File: config.mk
export PLATFORM = sky130hd
export DESIGN_NAME = ram_access_ctrl_flat
export DESIGN_NICKNAME = d
export VERILOG_FILES = /design/src/rtl/ram_access_ctrl_if.sv /design/src/rtl/ram_access_ctrl.sv /design/src/flat_wrapper.sv
export SDC_FILE = /design/constraint.sdc
export NUM_CORES = 1
export LEC_CHECK = 0
export ABC_AREA = 1
export BUFFER_PORTS_ARGS = -buffer_cell sky130_fd_sc_hd__buf_2
export CAP_MARGIN = 30
export CORE_MARGIN = 3
export CORE_UTILIZATION = 42
export DETAILED_ROUTE_END_ITERATION = 12
export PLACE_DENSITY = 0.74
export SKIP_LAST_GASP = 1
export SLEW_MARGIN = 25
export SYNTH_ARGS = -nofsm -noshare
export SYNTH_HDL_FRONTEND = slang
export SYNTH_SLANG_ARGS = --single-unit
File: constraint.sdc
create_clock -name clk -period 1.1 [get_ports clk]
set_input_delay 0.11 -clock clk [delete_from_list [all_inputs] [get_ports clk]]
set_output_delay 0.11 -clock clk [all_outputs]
set_load 0.1 [all_outputs]
File: src/rtl/ram_access_ctrl_if.sv
// Client-side handshake bundle for ram_access_ctrl:
// write/read requests, held read response, bulk clear.
interface ram_access_ctrl_if #(
  parameter int ADDR_W = 4,
  parameter int DATA_W = 8
);
  logic              clr_req;
  logic              busy;
  logic              wr_valid;
  logic              wr_ready;
  logic [ADDR_W-1:0] wr_addr;
  logic [DATA_W-1:0] wr_data;
  logic              rd_valid;
  logic              rd_ready;
  logic [ADDR_W-1:0] rd_addr;
  logic              rsp_valid;
  logic              rsp_ready;
  logic [DATA_W-1:0] rsp_data;

  modport master (
    output clr_req, wr_valid, wr_addr, wr_data,
    output rd_valid, rd_addr, rsp_ready,
    input  busy, wr_ready, rd_ready,
    input  rsp_valid, rsp_data
  );

  modport slave (
    input  clr_req, wr_valid, wr_addr, wr_data,
    input  rd_valid, rd_addr, rsp_ready,
    output busy, wr_ready, rd_ready,
    output rsp_valid, rsp_data
  );
endinterface

File: src/rtl/ram_access_ctrl.sv
// Serializes write/read/clear requests onto a single-port
// synchronous RAM and holds read results until consumed.
module ram_access_ctrl #(
  parameter int ADDR_W = 4,
  parameter int DATA_W = 8,
  parameter int DEPTH  = 2**ADDR_W
) (
  input  logic              clk,
  input  logic              rst,
  ram_access_ctrl_if.slave  bus,
  output logic              ram_we,
  output logic [ADDR_W-1:0] ram_addr,
  output logic [DATA_W-1:0] ram_din,
  input  logic [DATA_W-1:0] ram_dout
);

  typedef enum logic [2:0] {
    IDLE, WRITE, RD_ISSUE, RD_CAPT, RSP, CLEAR
  } state_e;

  localparam logic [ADDR_W-1:0] LAST = ADDR_W'(DEPTH - 1);

  state_e            state_q, state_d;
  logic              ram_we_q, ram_we_d;
  logic [ADDR_W-1:0] ram_addr_q, ram_addr_d;
  logic [DATA_W-1:0] ram_din_q, ram_din_d;
  logic              rsp_valid_q, rsp_valid_d;
  logic [DATA_W-1:0] rsp_data_q, rsp_data_d;
  logic [ADDR_W-1:0] cnt_q, cnt_d;
  logic              idle;
  logic              wr_acc;
  logic              rd_acc;

  assign idle         = (state_q == IDLE);
  assign bus.wr_ready = idle & ~bus.clr_req;
  assign bus.rd_ready = idle & ~bus.clr_req & ~bus.wr_valid;
  assign bus.busy     = ~idle;
  assign wr_acc       = bus.wr_valid & bus.wr_ready;
  assign rd_acc       = bus.rd_valid & bus.rd_ready;

  assign ram_we        = ram_we_q;
  assign ram_addr      = ram_addr_q;
  assign ram_din       = ram_din_q;
  assign bus.rsp_valid = rsp_valid_q;
  assign bus.rsp_data  = rsp_data_q;

  always_comb begin
    state_d     = state_q;
    ram_we_d    = ram_we_q;
    ram_addr_d  = ram_addr_q;
    ram_din_d   = ram_din_q;
    rsp_valid_d = rsp_valid_q;
    rsp_data_d  = rsp_data_q;
    cnt_d       = cnt_q;
    unique case (state_q)
      IDLE: begin
        if (bus.clr_req) begin
          state_d    = CLEAR;
          cnt_d      = '0;
          ram_we_d   = 1'b1;
          ram_addr_d = '0;
          ram_din_d  = '0;
        end else if (wr_acc) begin
          state_d    = WRITE;
          ram_we_d   = 1'b1;
          ram_addr_d = bus.wr_addr;
          ram_din_d  = bus.wr_data;
        end else if (rd_acc) begin
          state_d    = RD_ISSUE;
          ram_we_d   = 1'b0;
          ram_addr_d = bus.rd_addr;
        end
      end
      WRITE: begin
        state_d  = IDLE;
        ram_we_d = 1'b0;
      end
      RD_ISSUE: state_d = RD_CAPT;
      RD_CAPT: begin
        state_d     = RSP;
        rsp_valid_d = 1'b1;
        rsp_data_d  = ram_dout;
      end
      RSP: begin
        if (bus.rsp_ready) begin
          state_d     = IDLE;
          rsp_valid_d = 1'b0;
        end
      end
      CLEAR: begin
        // counter tracks the address being written this cycle
        if (cnt_q == LAST) begin
          state_d  = IDLE;
          ram_we_d = 1'b0;
          cnt_d    = '0;
        end else begin
          cnt_d      = cnt_q + 1'b1;
          ram_addr_d = cnt_q + 1'b1;
        end
      end
      default: state_d = IDLE;
    endcase
  end

  always_ff @(posedge clk) begin
    if (rst) begin
      state_q     <= IDLE;
      ram_we_q    <= 1'b0;
      ram_addr_q  <= '0;
      ram_din_q   <= '0;
      rsp_valid_q <= 1'b0;
      rsp_data_q  <= '0;
      cnt_q       <= '0;
    end else begin
      state_q     <= state_d;
      ram_we_q    <= ram_we_d;
      ram_addr_q  <= ram_addr_d;
      ram_din_q   <= ram_din_d;
      rsp_valid_q <= rsp_valid_d;
      rsp_data_q  <= rsp_data_d;
      cnt_q       <= cnt_d;
    end
  end

endmodule

File: src/flat_wrapper.sv
// flat-port wrapper written by rule: the top's interface ports become plain ports
module ram_access_ctrl_flat 
#(
  parameter int ADDR_W = 4,
  parameter int DATA_W = 8,
  parameter int DEPTH  = 2**ADDR_W
)
  (clk, rst, ram_we, ram_addr, ram_din, ram_dout, bus_clr_req, bus_wr_valid, bus_wr_addr, bus_wr_data, bus_rd_valid, bus_rd_addr, bus_rsp_ready, bus_busy, bus_wr_ready, bus_rd_ready, bus_rsp_valid, bus_rsp_data);
  ram_access_ctrl_if #(.ADDR_W(ADDR_W), .DATA_W(DATA_W)) bus_i ();
  input  logic clk;
  input  logic rst;
  output logic ram_we;
  output logic [ADDR_W-1:0] ram_addr;
  output logic [DATA_W-1:0] ram_din;
  input  logic [DATA_W-1:0] ram_dout;
  input wire logic [$bits(bus_i.clr_req)-1:0] bus_clr_req;
  input wire logic [$bits(bus_i.wr_valid)-1:0] bus_wr_valid;
  input wire logic [$bits(bus_i.wr_addr)-1:0] bus_wr_addr;
  input wire logic [$bits(bus_i.wr_data)-1:0] bus_wr_data;
  input wire logic [$bits(bus_i.rd_valid)-1:0] bus_rd_valid;
  input wire logic [$bits(bus_i.rd_addr)-1:0] bus_rd_addr;
  input wire logic [$bits(bus_i.rsp_ready)-1:0] bus_rsp_ready;
  output wire logic [$bits(bus_i.busy)-1:0] bus_busy;
  output wire logic [$bits(bus_i.wr_ready)-1:0] bus_wr_ready;
  output wire logic [$bits(bus_i.rd_ready)-1:0] bus_rd_ready;
  output wire logic [$bits(bus_i.rsp_valid)-1:0] bus_rsp_valid;
  output wire logic [$bits(bus_i.rsp_data)-1:0] bus_rsp_data;
  assign bus_i.clr_req = bus_clr_req;
  assign bus_i.wr_valid = bus_wr_valid;
  assign bus_i.wr_addr = bus_wr_addr;
  assign bus_i.wr_data = bus_wr_data;
  assign bus_i.rd_valid = bus_rd_valid;
  assign bus_i.rd_addr = bus_rd_addr;
  assign bus_i.rsp_ready = bus_rsp_ready;
  assign bus_busy = bus_i.busy;
  assign bus_wr_ready = bus_i.wr_ready;
  assign bus_rd_ready = bus_i.rd_ready;
  assign bus_rsp_valid = bus_i.rsp_valid;
  assign bus_rsp_data = bus_i.rsp_data;
  ram_access_ctrl #(.ADDR_W(ADDR_W), .DATA_W(DATA_W), .DEPTH(DEPTH)) u_core (.clk(clk), .rst(rst), .bus(bus_i), .ram_we(ram_we), .ram_addr(ram_addr), .ram_din(ram_din), .ram_dout(ram_dout));
endmodule
# Yosys cells after proc, flatten, opt, wreduce, memory -nomap -nowiden
# Index checks and enable logic that the tools add are counted.
# op_classes
mul	0
n_eq_ne	11
muxes	23
magnitude_cmp	0
addsub	1
shifts	0
n_bitwise	7
n_div	0
n_reduce_logical	11
# ops
operator	count
$mux 4	6
$mux 8	2
$pmux 4 s2	2
$mux 3	5
$pmux 3 s5	1
$reduce_and 3->1	3
$eq 3x2->1 const B	2
$eq 3x3->1 const B	2
$ne 2x2->1 const B	3
$reduce_and 2->1	3
$reduce_bool 2->1	3
$mux 1	5
$add 4x1->4 const B	1
$and 1x1->1	4
$eq 4x4->1 const B	1
$ne 4x4->1 const B	1
$eq 3x1->1 const B	1
$logic_not 3->1	1
$not 1->1	3
$pmux 1 s3	1
$reduce_bool 3->1	1
$ne 2x1->1 const B	1
$pmux 1 s2	1
# totals
latchBits	0
ram_bits	0
inputBits	30
mem_bits_ro	0
out_inout_bits	25
regBits	29
memories	0
elab_cells	60

# Logic depth before layout (Yosys ltp)
# logic_depth
depth_word	8
ltp_mapped	10
ltp_nobuf	10

# Least setup slack after synthesis
# Ideal clock, no wire load.
# synth_path
path_kind	flip-flop to flip-flop
startpoint	reg u_core.state_q[0]
endpoint	reg u_core.state_q[2]
path_buffers	0
setup_slack_ns	-0.925
path_stages_with_launch	8
t_arrival_ns	1.958
setup_time_ns	0.067
required_ns	1.033
path_cell_list	dfxtp_1 -> nor2_1 -> nand3_1 -> nor2_2 -> nand2_2 -> nand3_1 -> nand2_1 -> a21oi_2
# synth_between
elab_chain_cells	6
# synth_rtl
item	line_no	source
start, declared	ram_access_ctrl.sv:23	state_e state_q, state_d;
start signal, assigned	ram_access_ctrl.sv:115	state_q <= state_d;
$logic_not 3->1	ram_access_ctrl.sv:34	assign idle = (state_q == IDLE);
$and 1x1->1 (2 in a row)	ram_access_ctrl.sv:36	assign bus.rd_ready = idle & ~bus.clr_req & ~bus.wr_valid;
via bus_rd_ready	flat_wrapper.sv:25	output wire logic [$bits(bus_i.rd_ready)-1:0] bus_rd_ready;
$and 1x1->1	ram_access_ctrl.sv:39	assign rd_acc = bus.rd_valid & bus.rd_ready;
$ne 4x4->1 (no line)	n/a	
$reduce_and 3->1 (no line)	n/a	
# The timed path passes the listed nets, and every way through them passes these cells.
# A chain may end at the register's enable or synchronous reset.

# Worst setup path after layout
# layout_path
startpoint	reg u_core.state_q[0]
endpoint	reg u_core.ram_addr_q[0], in the netlist u_core.ram_addr[0]
# layout_between
elab_chain_cells	6
# layout_rtl
item	line_no	source
$logic_not 3->1	ram_access_ctrl.sv:34, ram_access_ctrl.sv:55	
$and 1x1->1	ram_access_ctrl.sv:35, ram_access_ctrl.sv:36	
$and 1x1->1 (on tied branches)	ram_access_ctrl.sv:36, ram_access_ctrl.sv:38	
$and 1x1->1 or $mux 4 (tied branches)	ram_access_ctrl.sv:39, ram_access_ctrl.sv:63	
$ne 4x4->1 (no line) or $mux 4 (tied branches)	n/a	
$reduce_and 3->1 (no line) or $pmux 4 s2 (tied branches)	n/a	
end signal, assigned	ram_access_ctrl.sv:117	ram_addr_q <= ram_addr_d;
end, declared	ram_access_ctrl.sv:25	logic [ADDR_W-1:0] ram_addr_q, ram_addr_d;
# Parallel ways exist; a longest one is shown, timed or not.

==> flow_metrics.py <==
metrics = {
    "timing": {
        "worst-slew-pin-transition_ps": 395.6,
        "drv_slew": 0,
        "timing.final.ws_setup_ps": -411.3,
        "hold_viol": 0,
        "setup_violations": 32,
        "clock.fmax_mhz": 661.7,
        "setup_tns_ps": -7868,
        "holdWs_ps": 28.99,
        "period_needed_ps": 1511,
        "period_share": 1.374,
        "fin_skew_ps": 7.582,
        "rsz0062_at_grt": "true",
        "slew_headroom": 0.7360,
    },
    "global_route": {
        "grtUsageTotal": 0.2460,
        "grt-ovfl-total": 0,
        "first_global_vias": 1711,
        "antenna_found_initial": 0,
        "grt_start_max_net_pins": 13,
        "grt_pass1_wl_mm": 7.728,
    },
    "logic_synthesis": {
        "yosys.cell_types.count": 28,
        "synth_area_leaders": "dfxtp_1, nand2_1, nor2_1",
        "avgSynthCellArea_um2": 7.012,
        "ys_seq_area_frac": 0.4312,
        "synthesis.nets": 223,
        "yosys.area.top_type": "dfxtp_1",
        "syn_inst": 192,
        "syn_area_um2": 1346,
        "yosysWarnings": 0,
        "ys_ff_latch": 29,
        "yosysTopAreaCellShare": 0.4312,
    },
    "die": {
        "pin_count": 55,
        "die_x_um": 62.62,
        "start_util": 0.4642,
        "core_um2": 2900,
        "dieArea_um2": 3921,
        "die_h_um": 62.62,
        "rows": 19,
    },
    "routing": {
        "drt_iter0_drc": 132,
        "drt-wirelength-per-cell_um": 16.75,
        "drc": 0,
        "postRouteAntennaNets": 0,
        "viasPerCell": 5.402,
        "drt_first_pass_iters": 4,
        "routed_wl_mm": 5.460,
        "vias": 1761,
    },
    "worst_hold_path": {
        "holdPathStages": 3,
        "hold_class": "in2reg",
        "hp-start": "bus_wr_data[2]",
        "whs_endpoint": "u_core.ram_din[2]$_SDFFE_PP0P_",
    },
    "status": {
        "status": "finished with violations",
        "violations": "negative setup slack",
    },
    "critical_path": {
        "slowest_stage": "dfxtp_4",
        "start_kind": "flip-flop",
        "crit_chain": "inv_4 > nand2_4 > nor2_4 > clkinvlp_4 > buf_6 > nand2_8 > nand2_8 > nand2_2 > nand2_2 > nor2_2",
        "critPathCaptureType": "flip-flop",
        "crit_buf_inv": 3,
        "cp_max_fo": 5,
        "worstPathRequired_ps": 1360,
        "reg2reg_depth": 10,
        "path_class": "reg2reg",
        "r2r_start": "u_core.state_q[0]$_SDFFE_PP0P_",
        "critPathMaxStageDelay_ps": 390,
        "timing.critical_path.arrival_ps": 1770,
        "timing.rr.end": "u_core.ram_addr[0]$_SDFFE_PP0P_",
        "r2r_slack_ps": -410,
        "cp_top_family": "simple AND/OR/NAND/NOR gates",
    },
    "cells_and_area": {
        "fin_util": 0.9016,
        "fill_cells": 127,
        "layout-drive-gt1-share": 0.5423,
        "antennaDiodeCount": 0,
        "syn2layout_area_growth_pct": 94.24,
        "layoutNonFillerInstCount": 326,
        "nNetsFinal": 315,
        "final_cell_mix": "nor2_1, nand2_1, buf_2",
        "final_common_cell": "nor2_1",
    },
    "clocking": {
        "cts_tree": "yes",
        "cts_buffer_depth": 2,
        "clock_latency_ps": 330,
        "cts-root-buf": "clkbuf_4",
        "cts_max_level": 2,
        "postCtsHoldBufs": 0,
        "cts.sinks": 29,
        "cts_inserted_buffers": 5,
        "clkTransAtPathRegs_ps": 90,
    },
    "power": {
        "total_power_w": 0.003934,
        "powerDensity_nw_per_um2": 1505,
        "ir_worst_vdd_v": 0.001251,
        "power_leakage_nw": 1.154,
    },
    "placement": {
        "gp_congestion": 0.8892,
        "post-dp-hpwl_mm": 3.074,
        "place_inst": 303,
        "io_buffers": 54,
    },
    "flow_run": {
        "drv_cap": 0,
    },
}
## cell usage after synthesis
cell type  instances
nand4_1            2
nand3_2            1
nor2_2             2
o21ai_2            1
inv_2              2
nor2_1            34
clkbuf_2           1
nand3_1           22
o21bai_1           1
nor2_4             1
clkinv_1           1
buf_6              1
inv_1             19
o31ai_1            1
o21ai_0           10
buf_1              1
a31oi_1            1
nand2_2            1
ha_1               1
a21oi_1           14
nor3b_1            1
a211oi_1           1
a21oi_2            1
clkbuf_1           2
or2_2              1
nand2_4            3
nand2_1           37
dfxtp_1           29
## per-stage QoR
step | cell area (um2) | setup slack, ps
5_1_grt | 2615 | -500.0
4_1_cts | 2462 | -302.7
3_5_place_dp | 2221 | -225.6
6_report | 2615 | -411.3
2_1_floorplan | 1415 | -553.4
3_3_place_gp | 2221 | -145.8
## logic make-up after synthesis
logic type	count (synthesis)	synth area share
buf+inv	27	0.08178
simple gates	105	0.3541
flops	29	0.4312
compound gates	30	0.1236
fa+ha+maj	1	0.009292
## worst reg2reg max path, stage by stage, from the launching register on
cell	delay, ps
dfxtp_4	390
inv_4	70
nand2_4	50
nor2_4	170
clkinvlp_4	170
buf_6	160
nand2_8	90
nand2_8	70
nand2_2	70
nand2_2	60
nor2_2	160
## report_power, final
part	switching [W]	total [W]	internal (W)
Clock	0.000366	0.000668	0.000301
Sequential	0.000100	0.00124	0.00114
Combinational	0.00124	0.00203	0.000793
Total	0.00170	0.00393	0.00223
## layout make-up
| class | count | area [um2] | area share |
|---|---|---|---|
| tap | 42 | 52.55 | 0.02010 |
| inverter | 22 | 98.84 | 0.03780 |
| sequential | 29 | 605.6 | 0.2316 |
| timing repair buffer | 89 | 945.9 | 0.3617 |
| clock buffer | 7 | 55.05 | 0.02105 |
| multi-input combinational | 137 | 857.1 | 0.3278 |
## registers in the layout, indices dropped and copies added, names as in the netlist
signal	cells
u_core.cnt_q	4
u_core.state_q	3
u_core.ram_din	8
u_core.ram_addr	4
u_core.ram_we	1
u_core.bus.rsp_valid	1
u_core.bus.rsp_data	8
## worst max path at each step
stage / start / to / slack [ps] / cells past startpoint
after global routing: u_core.state_q[0]$_SDFFE_PP0P_ / u_core.ram_addr[0]$_SDFFE_PP0P_ / -500 / 10
after floorplan: u_core.state_q[0]$_SDFFE_PP0P_ / u_core.ram_addr[0]$_SDFFE_PP0P_ / -550 / 9
after detailed placement: u_core.state_q[0]$_SDFFE_PP0P_ / u_core.ram_addr[0]$_SDFFE_PP0P_ / -230 / 9
after global placement: u_core.state_q[0]$_SDFFE_PP0P_ / u_core.ram_addr[0]$_SDFFE_PP0P_ / -150 / 8
after CTS: u_core.state_q[0]$_SDFFE_PP0P_ / bus_rd_ready / -300 / 5
final: u_core.state_q[0]$_SDFFE_PP0P_ / u_core.ram_addr[0]$_SDFFE_PP0P_ / -410 / 10
## layer usage
| layer | routed length [um] | part of all wire | GRT usage |
|---|---|---|---|
| met5 | 0 | 0 | 0 |
| met4 | 182 | 0.033 | 0.1102 |
| met3 | 428 | 0.078 | 0.08094 |
| met2 | 2782 | 0.51 | 0.4248 |
| met1 | 2067 | 0.38 | 0.2732 |
## what timing repair did
| item | in CTS | in global routing |
|---|---|---|
| gates cloned | 0 | 1 |
| pin swaps | 10 | 12 |
| endpoints found under the setup margin | 31 | 32 |
| resized for setup | 24 | 34 |
| setup buffers | 13 | 4 |
| hold endpoints to repair | 0 | 0 |
Note: power is estimated with default switching activity, not from simulation.
